[src/rtl/sm83_fetch.sv]
// SM83 instruction fetch stage.
// Reads opcode bytes from memory, folds the 0xCB prefix, and collects up to
// two little-endian immediate bytes. The finished instruction is held for the
// decoder until it is accepted. A redirect aborts any fetch and restarts at a
// new PC.

module sm83_fetch #(
  parameter logic [15:0] RESET_PC = 16'h0000
) (
  input  logic        clk,
  input  logic        rst,
  output logic [15:0] mem_addr,
  output logic        mem_rd,
  input  logic [7:0]  mem_rdata,
  input  logic        mem_ack,
  output logic        dec_valid,
  input  logic        dec_ready,
  output logic [7:0]  dec_opcode,
  output logic        dec_cb,
  output logic [15:0] dec_imm,
  output logic [1:0]  dec_imm_len,
  output logic [15:0] dec_pc,
  input  logic        redirect_valid,
  input  logic [15:0] redirect_pc
);

  typedef enum logic [2:0] {
    FETCH_OP,
    FETCH_CB,
    FETCH_IMM_LO,
    FETCH_IMM_HI,
    HOLD
  } state_t;

  state_t      state;
  logic [15:0] pc;
  logic [15:0] pc_inc;
  logic [1:0]  op_len;

  // Immediate byte count for an unprefixed opcode; anything not listed,
  // including the illegal opcodes, carries no immediate.
  function automatic logic [1:0] imm_len_of(input logic [7:0] op);
    case (op)
      8'h06, 8'h0E, 8'h16, 8'h1E, 8'h26, 8'h2E, 8'h36, 8'h3E,
      8'h10,
      8'h18, 8'h20, 8'h28, 8'h30, 8'h38,
      8'hC6, 8'hCE, 8'hD6, 8'hDE, 8'hE6, 8'hEE, 8'hF6, 8'hFE,
      8'hE0, 8'hF0, 8'hE8, 8'hF8:
        imm_len_of = 2'd1;
      8'h01, 8'h11, 8'h21, 8'h31, 8'h08,
      8'hC2, 8'hC3, 8'hCA, 8'hD2, 8'hDA,
      8'hC4, 8'hCC, 8'hCD, 8'hD4, 8'hDC,
      8'hEA, 8'hFA:
        imm_len_of = 2'd2;
      default:
        imm_len_of = 2'd0;
    endcase
  endfunction

  // Length lookup of the byte currently on the read bus.
  always_comb begin
    op_len = imm_len_of(mem_rdata);
  end

  assign pc_inc   = pc + 16'd1;
  assign mem_addr = pc;
  // Reads are requested in every fetch state; nothing is prefetched while an
  // instruction waits for the decoder, and the bus is quiet during reset.
  assign mem_rd   = !rst && (state != HOLD);

  // Fetch sequencer: redirect beats everything, then each acknowledged byte
  // advances the PC and steps through opcode, prefix and immediate bytes.
  always_ff @(posedge clk or posedge rst) begin
    if (rst) begin
      state       <= FETCH_OP;
      pc          <= RESET_PC;
      dec_valid   <= 1'b0;
      dec_opcode  <= 8'h00;
      dec_cb      <= 1'b0;
      dec_imm     <= 16'h0000;
      dec_imm_len <= 2'd0;
      dec_pc      <= 16'h0000;
    end else if (redirect_valid) begin
      pc        <= redirect_pc;
      state     <= FETCH_OP;
      dec_valid <= 1'b0;
    end else begin
      case (state)
        FETCH_OP: begin
          if (mem_ack) begin
            pc      <= pc_inc;
            dec_pc  <= pc;
            dec_cb  <= 1'b0;
            dec_imm <= 16'h0000;
            if (mem_rdata == 8'hCB) begin
              state <= FETCH_CB;
            end else begin
              dec_opcode  <= mem_rdata;
              dec_imm_len <= op_len;
              if (op_len == 2'd0) begin
                state     <= HOLD;
                dec_valid <= 1'b1;
              end else begin
                state <= FETCH_IMM_LO;
              end
            end
          end
        end
        FETCH_CB: begin
          if (mem_ack) begin
            pc          <= pc_inc;
            dec_opcode  <= mem_rdata;
            dec_cb      <= 1'b1;
            dec_imm_len <= 2'd0;
            state       <= HOLD;
            dec_valid   <= 1'b1;
          end
        end
        FETCH_IMM_LO: begin
          if (mem_ack) begin
            pc           <= pc_inc;
            dec_imm[7:0] <= mem_rdata;
            if (dec_imm_len == 2'd1) begin
              state     <= HOLD;
              dec_valid <= 1'b1;
            end else begin
              state <= FETCH_IMM_HI;
            end
          end
        end
        FETCH_IMM_HI: begin
          if (mem_ack) begin
            pc            <= pc_inc;
            dec_imm[15:8] <= mem_rdata;
            state         <= HOLD;
            dec_valid     <= 1'b1;
          end
        end
        HOLD: begin
          if (dec_valid && dec_ready) begin
            state     <= FETCH_OP;
            dec_valid <= 1'b0;
          end
        end
        default: begin
          state     <= FETCH_OP;
          dec_valid <= 1'b0;
        end
      endcase
    end
  end

endmodule
[config.mk]
export PLATFORM = sky130hd
export DESIGN_NAME = sm83_fetch
export DESIGN_NICKNAME = d
export VERILOG_FILES = /design/src/rtl/sm83_fetch.sv
export SDC_FILE = /design/constraint.sdc
export NUM_CORES = 1
export LEC_CHECK = 0
export ABC_AREA = 1
export CAP_MARGIN = 20
export CORE_ASPECT_RATIO = 1.75
export CORE_UTILIZATION = 43
export DETAILED_ROUTE_END_ITERATION = 8
export PLACE_DENSITY = 0.86
export SLEW_MARGIN = 20
export SYNTH_ARGS = -nofsm -noshare
export SYNTH_HDL_FRONTEND = slang
export SYNTH_SLANG_ARGS = --single-unit
[constraint.sdc]
create_clock -name clk -period 1.9 [get_ports clk]
set_clock_uncertainty 0.1 [all_clocks]
set_input_delay 0.19 -clock clk [delete_from_list [all_inputs] [get_ports clk]]
set_output_delay 0.19 -clock clk [all_outputs]
set_load 0.02 [all_outputs]
==> results of run 1 <==
## power by group
part	switching, W	internal, W
clock network	0.000568	0.00108
registers	0.000271	0.00171
logic	0.00121	0.00101
## final timing paths
| kind | start | end | slack (ns) | cells after the start |
|---|---|---|---|---|
| setup / recovery | mem_addr[2] | mem_addr[2] | 0.14 | 2 |
| hold / removal | rst | mem_addr[9] | 0.12 | 2 |
| setup reg to reg | mem_addr[0] | mem_addr[12] | 0.19 | 8 |
| hold reg to reg | dec_pc[1] | dec_pc[1] | 0.38 | 2 |
| max in group asynchronous | rst | dec_imm[13] | 1.08 | 3 |
| min in group clk | redirect_pc[1] | mem_addr[1] | 0.32 | 3 |
## critical path, cell delays in order (launching register included)
cell             delay, ns
dfrtp_1               0.38
buf_4                 0.15
clkdlybuf4s50_1       0.60
## flip-flops by register name, indices dropped and copies added, names as in the netlist
signal / cells
dec_valid: 1
dec_imm_len: 2
state: 3
dec_opcode: 8
dec_imm: 16
mem_addr: 16
dec_pc: 16
dec_cb: 1
## through the flow
step / util / hold WS, ns
global route: 0.653 / 0.147
global placement: 0.609 / 0.357
finish: 0.653 / 0.121
detailed placement: 0.609 / 0.369
CTS: 0.652 / 0.125
floorplan: - / 0.217
## logic make-up after synthesis
logic type	Yosys count
buf+inv	48
flops	63
compound gates	62
fa+ha+maj	1
xor+xnor	9
simple gates	191
## synth_stat cells, drive strengths merged
cell type    n  area share
o211ai       5       0.012
o21bai       1      0.0024
nand3       26       0.043
nor2        37       0.065
dfrtp       63        0.51
o31ai        1      0.0024
a31oi        2      0.0040
nor3         4      0.0096
ha           1      0.0040
buf          7       0.018
o21ai       42       0.077
xor2         9       0.025
inv         38       0.047
o311ai       1      0.0028
nand2      121        0.15
nand4        3      0.0060
a22o         1      0.0028
clkbuf       2      0.0024
clkinv       1      0.0012
o221ai       2      0.0056
a21oi        7       0.011
## timing repair
item	CTS	global route
endpoints found under the setup margin	1	1
endpoints found under the hold margin	0	0
gates resized for setup	2	1
## cells in the final DEF, fill, tap and decap left out, drive strengths merged, types with 7 or more instances in the layout
master,n
a21oi,7
buf,20
clkbuf,12
clkdlybuf4s50,88
dfrtp,63
inv,38
nand2,121
nand3,26
nor2,37
o21ai,42
xor2,9
## per-layer routing
metal,vias up,GRT usage,part of all wire
met1,1381,0.244,0.36
met3,20,0.0827,0.054
met2,102,0.445,0.56
met5,-,0,0
li1,1437,-,-
met4,0,0.118,0.033
## layout make-up
class | count | area share
Timing Repair Buffer | 109 | 0.237
Clock buffer | 12 | 0.0565
Multi-Input combinational cell | 263 | 0.294
Sequential cell | 63 | 0.347
Inverter | 39 | 0.0328
Tap cell | 84 | 0.0231
Clock inverter | 3 | 0.00937
==> results.ini, run 1 <==
[status]
status = finished clean

[synth]
synthesis.area_um2 = 3120
synthDistinctLibCells = 34
synth_top_family_by_area = simple AND/OR/NAND/NOR gates
postSynthAreaPerCell_um2 = 8.33
synth_mux_area_frac = 0
yosysSeqAreaShare = 0.506
synthCells = 374
synth_seq_cells = 63
syn_nets = 404
ys.warnings.count = 0
synth_xor_area_frac = 0.0253
synth_compound_area_frac = 0.120
synthSimpleGateAreaFrac = 0.276
synth_fa_ha_area_frac = 0.00402

[global_routing]
grt_pass1_wl_mm = 13.7
grt_pass1_vias = 2924
grt_antenna_before_repair = 0
gr-total-overflow = 0
track_usage = 0.246
grt_max_degree = 29

[cells_and_area]
syn_to_final_growth_pct = 45.8
drive_gt1_frac = 0.137
fillers = 560
final_cells = 573
multiInputGateArea_um2 = 1330
antennaDiodeCount = 0
final_cell_area_um2 = 4540
regArea_um2 = 1580
nets = 515

[timing]
fmax_mhz = 569
rsz0062_at_grt = false
slew_headroom = 0.697
tightest_slew_ns = 0.454
slew_viol_final = 0
tns_ns = 0
setup_viol = 0
hold_viol = 0
min_period_ns = 1.76
final.setup.worst_slack_ns = 0.143
min_period_over_period = 0.925

[floorplan]
core-area_um2 = 6960
fp.dieArea_um2 = 7600
initial_core_util = 0.448
die-width_um = 66.3
die_h_um = 115
num_io_pins = 90
rows = 40

[clock_network]
clk_pin_slew_ns = 0.05
cts-buffers-inserted = 9
cts_tree = done
numClockSinks = 63
postCtsSetupRepairBufs = 0
cts_buffer_depth = 2
cts-root-buf = clkbuf_16
clkLatencyLatePin_ns = 0.33
cts_hold_buf = 0
htreeDepth = 3

[routing]
via_per_inst = 5.13
firstDrtPassIters = 4
drtIter0Drc = 210
ant_nets = 0
drt-total-wl_mm = 8.62
route.detailed.drc = 0
wl_per_cell_um = 15.0
routed-via-count = 2940

[setup_path]
critPathLaunchType = flip-flop
cp-end-kind = output pin
cp_max_fo = 4
required_ns = 1.61
critical_path_class = reg2out
crit_arrival_ns = 1.47

[place]
gp_congestion = 0.978
place_area_um2 = 4240
post-place-cells = 558
dp_hpwl_mm = 6.58
dp_slack_ns = 0.0383
io_buffers = 89

[run]
maxCapViolCount = 0

[worst_hold_path]
hold_path.class = in2async

[power_and_ir_drop]
power.density_cell_area_nw_per_um2 = 1290
vdd_drop_max_uv = 748
p_leak_nw = 2.13
power_w = 0.00585

No activity file was read; power rests on OpenSTA's default activity.
==> run 2: changes to the inputs <==
Settings changed: SETUP_SLACK_MARGIN set to 0.1.
==> results.ini, run 2 (synthesized netlist as in run 1, its figures left out) <==
[status]
status = finished clean

[clock_network]
numClockSinks = 63  ; unchanged
cts_tree = done
cts_buffer_depth = 2  ; unchanged
htreeDepth = 3  ; unchanged
cts-buffers-inserted = 9  ; unchanged
cts_hold_buf = 0  ; unchanged
clkLatencyLatePin_ns = 0.33  ; about the same
clk_pin_slew_ns = 0.05  ; about the same
cts-root-buf = clkbuf_16

[routing]
via_per_inst = 5.43  ; +5.7%
routed-via-count = 3114  ; +5.9%
ant_nets = 0  ; unchanged
drtIter0Drc = 246  ; +17%
wl_per_cell_um = 16.5  ; +9.9%
firstDrtPassIters = 4  ; unchanged
drt-total-wl_mm = 9.49  ; +10%
route.detailed.drc = 0  ; unchanged

[global_routing]
grt_max_degree = 64  ; +120%
grt_antenna_before_repair = 0  ; unchanged
gr-total-overflow = 0  ; unchanged
track_usage = 0.264  ; +0.0183
grt_pass1_wl_mm = 14.8  ; +8.0%
grt_pass1_vias = 3210  ; +9.8%

[setup_path]
reg2reg_to = mem_addr[12]
r2r_cells = 9  ; +1
ff2ff_setup_slack_ns = 0.15  ; -0.04 ns
cp_max_fo = 3  ; -1
critPathLaunchType = flip-flop
cp-end-kind = output pin
crit_arrival_ns = 1.54  ; +0.07 ns
critical_path_class = reg2out
required_ns = 1.61  ; about the same
rr_startpoint = mem_addr[1]

[cells_and_area]
final_cell_mix = nand2_1, clkdlybuf4s50_1, dfrtp_1
antennaDiodeCount = 0  ; unchanged
drive_gt1_frac = 0.149  ; +0.0120
final_common_cell = nand2_1
syn_to_final_growth_pct = 47.5
nets = 515  ; unchanged

[floorplan]
die-width_um = 66.3  ; unchanged
rows = 40  ; unchanged
num_io_pins = 90  ; unchanged
die_h_um = 115  ; unchanged
fp.dieArea_um2 = 7600  ; unchanged
core-area_um2 = 6960  ; unchanged
initial_core_util = 0.448  ; unchanged

[run]
maxCapViolCount = 0  ; unchanged

[timing]
fmax_mhz = 546  ; -4.0%
min_period_ns = 1.83  ; +0.0729 ns
slew_headroom = 0.774  ; +0.0772
min_period_over_period = 0.963  ; +0.0384
slew_viol_final = 0  ; unchanged
tightest_slew_ns = 0.339  ; -0.115 ns
setup_viol = 0  ; unchanged
rsz0062_at_grt = true
hold_viol = 0  ; unchanged
tns_ns = 0  ; unchanged
final.setup.worst_slack_ns = 0.0698  ; -0.0729 ns

[place]
dp_slack_ns = 0.0239  ; -0.0143 ns
io_buffers = 89  ; unchanged
dp_hpwl_mm = 6.69  ; +1.6%
gp_congestion = 0.930  ; -4.8%

[power_and_ir_drop]
p_leak_nw = 2.15  ; +0.64%
combPwrFrac = 0.375  ; -0.005
pwr-share-clk = 0.298  ; +0.017
vdd_drop_max_uv = 1080  ; +45%
seqPwrFrac = 0.327  ; -0.012
switchingPower_w = 0.00217  ; +5.6%
power.density_cell_area_nw_per_um2 = 1330  ; +3.5%
swShare = 0.354  ; +0.00334
internal-power_w = 0.00395  ; +4.1%

[worst_hold_path]
hold_path.class = in2async

run 2: power groups by stage:
stage	Sequential, W	Combinational (W)	Clock (W)
final	0.00200	0.00229	0.00182
after global routing	0.00204	0.00245	0.00189
after CTS	0.00199	0.00224	0.00183
after detailed placement	0.00201	0.00221	0
after global placement	0.00199	0.00216	0
after floorplan	0.00240	0.000744	0
run 2: worst max-delay path by stage:
stage                         from              to
floorplan              mem_addr[1]    mem_addr[12]
global placement    redirect_valid       dec_valid
detailed placement    mem_rdata[2]  dec_imm_len[0]
CTS                    mem_addr[0]     mem_addr[8]
global route           mem_addr[1]    mem_addr[12]
finish                 mem_addr[1]     mem_addr[1]
run 2: final cells by class:
| cell class | instances | area (um2) |
|---|---|---|
| clock buffer | 11 | 253 |
| clock inverter | 5 | 80.1 |
| fill | 553 | 2360 |
| inverter | 39 | 153 |
| multi-input combinational | 263 | 1360 |
| sequential | 63 | 1580 |
| tap | 84 | 105 |
| timing repair buffer | 109 | 1060 |
run 2: timing repair:
| action | in CTS | in global routing |
|---|---|---|
| pin swaps | 0 | 7 |
| resized for setup | 2 | 7 |
| setup buffers | 0 | 4 |
| endpoints found under the setup margin | 3 | 8 |
run 2: critical path, stage by stage, from the launching register on:
cell             delay, ns
dfrtp_1               0.42
buf_4                 0.16
clkdlybuf4s50_1       0.63
run 2: per-stage QoR:
step / instance area, um2 / power (W) / std cells / hold slack, ns / util
CTS: 4540 / 0.00607 / 570 / 0.231 / 0.652
global placement: 4200 / 0.00416 / 554 / 0.358 / 0.603
global route: 4590 / 0.00638 / 574 / 0.261 / 0.660
finish: 4590 / 0.00612 / 574 / 0.223 / 0.660
detailed placement: 4200 / 0.00422 / 554 / 0.363 / 0.603
floorplan: 3120 / 0.00314 / 374 / 0.215 / -
run 2: metal layers:
| layer | global-route usage | up-vias | wire length, um |
|---|---|---|---|
| met3 | 0.0608 | 30 | 563 |
| met5 | 0 | - | 0 |
| met2 | 0.486 | 137 | 5340 |
| met1 | 0.258 | 1511 | 3250 |
| li1 | - | 1436 | - |
| met4 | 0.157 | 0 | 334 |
==> RTL change 1, RTL diff (flow settings as in run 1) <==
Encoding of `state_t`: now one-hot (5 bits for 5 states).
--- a/src/rtl/sm83_fetch.sv
+++ b/src/rtl/sm83_fetch.sv
@@ -26,8 +26,8 @@
 
-  typedef enum logic [2:0] {
-    FETCH_OP,
-    FETCH_CB,
-    FETCH_IMM_LO,
-    FETCH_IMM_HI,
-    HOLD
+  typedef enum logic [4:0] {
+    FETCH_OP     = 5'b00001,
+    FETCH_CB     = 5'b00010,
+    FETCH_IMM_LO = 5'b00100,
+    FETCH_IMM_HI = 5'b01000,
+    HOLD         = 5'b10000
   } state_t;
Formal check against the unedited RTL: same outputs for any inputs over 4 cycles, from zero or initial values and one cycle with rst high; so few cycles prove little.
==> RTL change 1 against run 1 <==
  * Core utilization is 2.1 points lower
  * Worst setup slack worse by 67 ps
  * Clock power is 8% lower
  * Area after synthesis is 7.3% higher
  * Total power is 9.8% higher
  * Routed wire length is 11% higher
  * Sequential power is 9% higher
  * Sequential cell count is 2 higher
  * Cell area is 5.3% higher
  * Largest cell class unchanged
  * Largest power group unchanged
==> RTL change 1: results (changes against run 1) <==
* Status: complete, no violations (unchanged)
* Seq group at 2.15 mW (was 1.98 mW)
* Inverters at 43 (was 39)
* Hold Crit Class: in -> reg (was in -> async)
* GRT Overall Usage at 0.264 (was 0.246)
* GP Congestion at 0.948 (was 0.978)
* Top cells by count, synth: nand2_1 (108), dfrtp_1 (64), nor2_1 (38) (was nand2_1 (117), dfrtp_1 (63), nor2_1 (30))
* Area post-placement at 0.00444 mm^2 (was 0.00424 mm^2)
* Static Leakage at 2.26 nW (was 2.13 nW)
* Largest net degree at the start of global routing at 66 (was 29)
* Root Driver: clkbuf_16 (unchanged)
* Synth Net Count at 434 (was 404)
* CTS Buf Count at 9 (unchanged)
* Clock-cell share at 0.0573 (was 0.0658)
* Post-synth cell types at 35 (was 34)
* First-pass GRT wire length at 15.5 mm (was 13.7 mm)
* # fillers at 646 (was 560)
* # clk buffers at 12 (unchanged)
* IO Port Bufs at 89 (unchanged)
* R2r endpoint: mem_addr[10] (was mem_addr[12])
* Multi-input logic area at 0.00147 mm^2 (was 0.00133 mm^2)
* Pre-CTS setup slack at 3.17 ps (was 38.3 ps)
* Maximum vdd drop at 0.819 mV (was 0.748 mV)
* Worst-Margin Slew at 809 ps (was 454 ps)
* P_int at 3.93 mW (was 3.80 mW)
* Met3 wire len at 450 um (was 465 um)
* Pwr Total at 6.42 mW (was 5.85 mW)
* Area contributors post-synth: dfrtp_1 (48%), nand2_1 (12%), o21ai_0 (5.5%) (was dfrtp_1 (51%), nand2_1 (14%), nand3_1 (4.0%))
* Sequential element share of the synthesized area at 0.487 (was 0.506)
* Worst reg2reg startpoint: state[0] (was mem_addr[0])
* Met1 WL at 3.50 mm (was 3.06 mm)
* Drt via density at 5.28 (was 5.13)
* DP HPWL at 7.12 mm (was 6.58 mm)
* Combinational Power at 2.76 mW (was 2.22 mW)
* Register Area at 0.00163 mm^2 (was 0.00158 mm^2)
* Mean Syn Cell Area at 8.28 um^2 (was 8.33 um^2)
* Max incr delay on CP at ~600 ps
* DR pass1 iterations at 5 (was 4)
* Util after Layout at 0.632 (was 0.653)
* Seq/total area at 0.340 (was 0.347)
* Multi-Input Combinational at 284 (was 263)
* Iteration-0 DRC Markers at 179 (was 210)
* Layout net count at 553 (was 515)
* Sink Count at 65 (was 63)
* Share of layout cells above drive strength 1 at 0.176 (was 0.137)
* Hold Crit Start: redirect_pc[4]
* Met1 Use GR at 0.277 (was 0.244)
* Non-clk bufs at 120 (was 109)
* Worst hold slack at 337 ps (was 121 ps)
* Drt total wl at 9.53 mm (was 8.62 mm)
* Global-route track usage on met3 at 0.0550 (was 0.0827)
* Cells after DPL at 594 (was 558)
* Setup slack, reg-to-reg at 90 ps (was 190 ps)
* Register-to-Register Path Depth at 7 (was 8)
* Detail-routed net length per standard cell at 15.5 um (was 15.0 um)
* Met2 usage at 0.455 (was 0.445)
* Non-clock buffer share at 0.236 (was 0.237)
* Vias in the first global route at 3299 (was 2924)
* Met2 wire len at 5.04 mm (was 4.80 mm)
## RTL change 1: what timing repair did
item	in CTS	in global routing
pin swaps	0	4
gates resized for setup	3	10
setup buffers	0	6
endpoints found under the hold margin	0	0
setup endpoints to repair	1	10
## RTL change 1: how the worst max path moves through the flow
stage	startpoint	end	slack (ps)
6_report	mem_addr[1]	mem_addr[1]	80
5_1_grt	state[0]	mem_addr[7]	10
4_1_cts	state[3]	mem_rd	10
3_5_place_dp	redirect_valid	dec_imm[15]	3
3_3_place_gp	rst	mem_rd	3
2_1_floorplan	rst	mem_rd	130
## RTL change 1: logic make-up after synthesis
family | synth area share
AOI/OAI and AO/OA | 0.152
adders and majority gates | 0.00374
DFF | 0.487
buffers and inverters | 0.0793
xor gates and xnor gates | 0.0183
and+or+nand+nor | 0.260
## RTL change 1: critical path, delay by kind of cell (launching register included)
family | cells | cell delay (ps)
buf+inv | 3 | 830
flops | 1 | 390
==> RTL change 2, RTL diff (config.mk and constraints of run 1) <==
Made on the original files. Reset style: synchronous (`rst`), changed in one clocked block.
--- a/src/rtl/sm83_fetch.sv
+++ b/src/rtl/sm83_fetch.sv
@@ -72,3 +72,3 @@
   // advances the PC and steps through opcode, prefix and immediate bytes.
-  always_ff @(posedge clk or posedge rst) begin
+  always_ff @(posedge clk) begin
     if (rst) begin
Function: differs if rst is asserted again (counterexample within 4 cycles, from zero or initial values and one cycle with rst high); with rst held inactive, the same outputs for 4 cycles.
==> RTL change 2 against run 1 <==
  * Routed wire length increased by 8.8%
  * Highest routed layer unchanged
  * Largest cell class is now multi-input combinational cells
  * First-iteration DRC count decreased by 13%
  * Sequential cell count stayed put
  * Core utilization fell by 0.31 points
  * Global-route usage rose by 1.8 points
  * Worst setup slack worse by 70 ps
  * Critical path type unchanged
  * Area after synthesis decreased by 2.2%
  * Cell area fell by 1.9%
Power is not compared: it rests on default switching activity, and its combinational part moved more than twofold at a synthesized area within 25%.
==> RTL change 2: results (changes against run 1) <==
* Post-Synth XOR/XNOR Area at 0.0230 (was 0.0253)
* Total number of vias at 3233 (was 2940)
* Met2 wire len at 5.27 mm (was 4.80 mm)
* Postcts setup bufs at 0 (unchanged)
* Post-CTS sizing at 1 (was 2)
* Met3 wire len at 377 um (was 465 um)
* Synth Area in Compound Gates at 0.196 (was 0.120)
* Max stage delay cell, worst path: clkdlybuf4s50_1 (unchanged)
* Post-synth cell types at 39 (was 34)
* Met1 Use GR at 0.244 (about the same)
* Top Layer Used: met4 (unchanged)
* First-pass GRT wire length at 14.7 mm (was 13.7 mm)
* Largest net degree at the start of global routing at 37 (was 29)
* Top cells by count, synth: nand2_1 (73), dfxtp_1 (63), nor2_1 (55) (was nand2_1 (117), dfrtp_1 (63), nor2_1 (30))
* Worst EP arrival at 1540 ps (was 1470 ps)
* Slew headroom at 0.766 (was 0.697)
* Met2 usage at 0.500 (was 0.445)
* Drt total wl at 9.37 mm (was 8.62 mm)
* GP Congestion at 0.956 (was 0.978)
* GRT Overall Usage at 0.264 (was 0.246)
* Synth Area in Adders at 0.00411 (was 0.00402)
* Top_reg_cell synth: dfxtp_1 (was dfrtp_1)
* Hold Crit Class: in -> reg (was in -> async)
* DR pass1 iterations at 6 (was 4)
* Area contributors post-synth: dfxtp_1 (41%), nand2_1 (9.0%), a21oi_1 (8.7%) (was dfrtp_1 (51%), nand2_1 (14%), nand3_1 (4.0%))
* Status: complete, no violations (unchanged)
* Synth Net Count at 452 (was 404)
* DP HPWL at 7.10 mm (was 6.58 mm)
* Synth async-reset ratio at 0 (was 1.00)
* P_int at 2.65 mW
* Share of layout cells above drive strength 1 at 0.138 (was 0.137)
* Layout net count at 560 (was 515)
RTL change 2: cell types whose count changed in the layout (fill, tap and decap cells not counted), moves of 7 or more:
cell and delta:
a21oi_1 +46, dfrtp_1 -62, dfxtp_1 +63, inv_1 +8
nand2_1 -44, nand3_1 -9, nor2_1 +24, nor3_1 +8
o21ai_1 +8, o21ai_2 -7
RTL change 2: cells by family after synthesis:
group | after synthesis
AOI/OAI and AO/OA | 111
xor gates and xnor gates | 8
adders and majority gates | 1
buffers and inverters | 63
DFF | 63
and+or+nand+nor | 176
RTL change 2: per-stage QoR:
step	instances	cell area [um^2]	utilization	hold slack [ps]	worst slack [ps]
2_1_floorplan	422	3050	-	246	193
5_1_grt	619	4460	0.650	358	20.0
3_3_place_gp	603	4170	0.607	337	55.4
3_5_place_dp	603	4170	0.607	343	16.6
4_1_cts	619	4450	0.649	340	18.0
6_report	619	4460	0.650	343	72.8
RTL change 2: layout make-up:
cell class	instances	area (um^2)
Tap cell	84	105
Fill cell	608	2400
Clock inverter	5	32.5
Sequential cell	63	1260
Multi-Input combinational cell	296	1520
Inverter	50	195
Timing Repair Buffer	110	1090
Clock buffer	11	253
RTL change 2: final timing paths:
path | startpoint | end | slack [ps] | cells after the start
worst max-delay path | mem_addr[2] | mem_addr[2] | 70 | 2
worst min register to register | dec_opcode[5] | dec_opcode[5] | 350 | 2
worst max register to register | mem_addr[1] | mem_addr[10] | 220 | 7
worst min-delay path | redirect_pc[2] | mem_addr[2] | 340 | 3
RTL change 2: power groups by stage:
stage | registers, mW | logic [mW] | clock network [mW]
global placement | 1.48 | 0.666 | 0
finish | 1.45 | 0.679 | 1.55
global route | 1.46 | 0.731 | 1.63
floorplan | 1.56 | 0.260 | 0
detailed placement | 1.48 | 0.677 | 0
CTS | 1.45 | 0.682 | 1.56
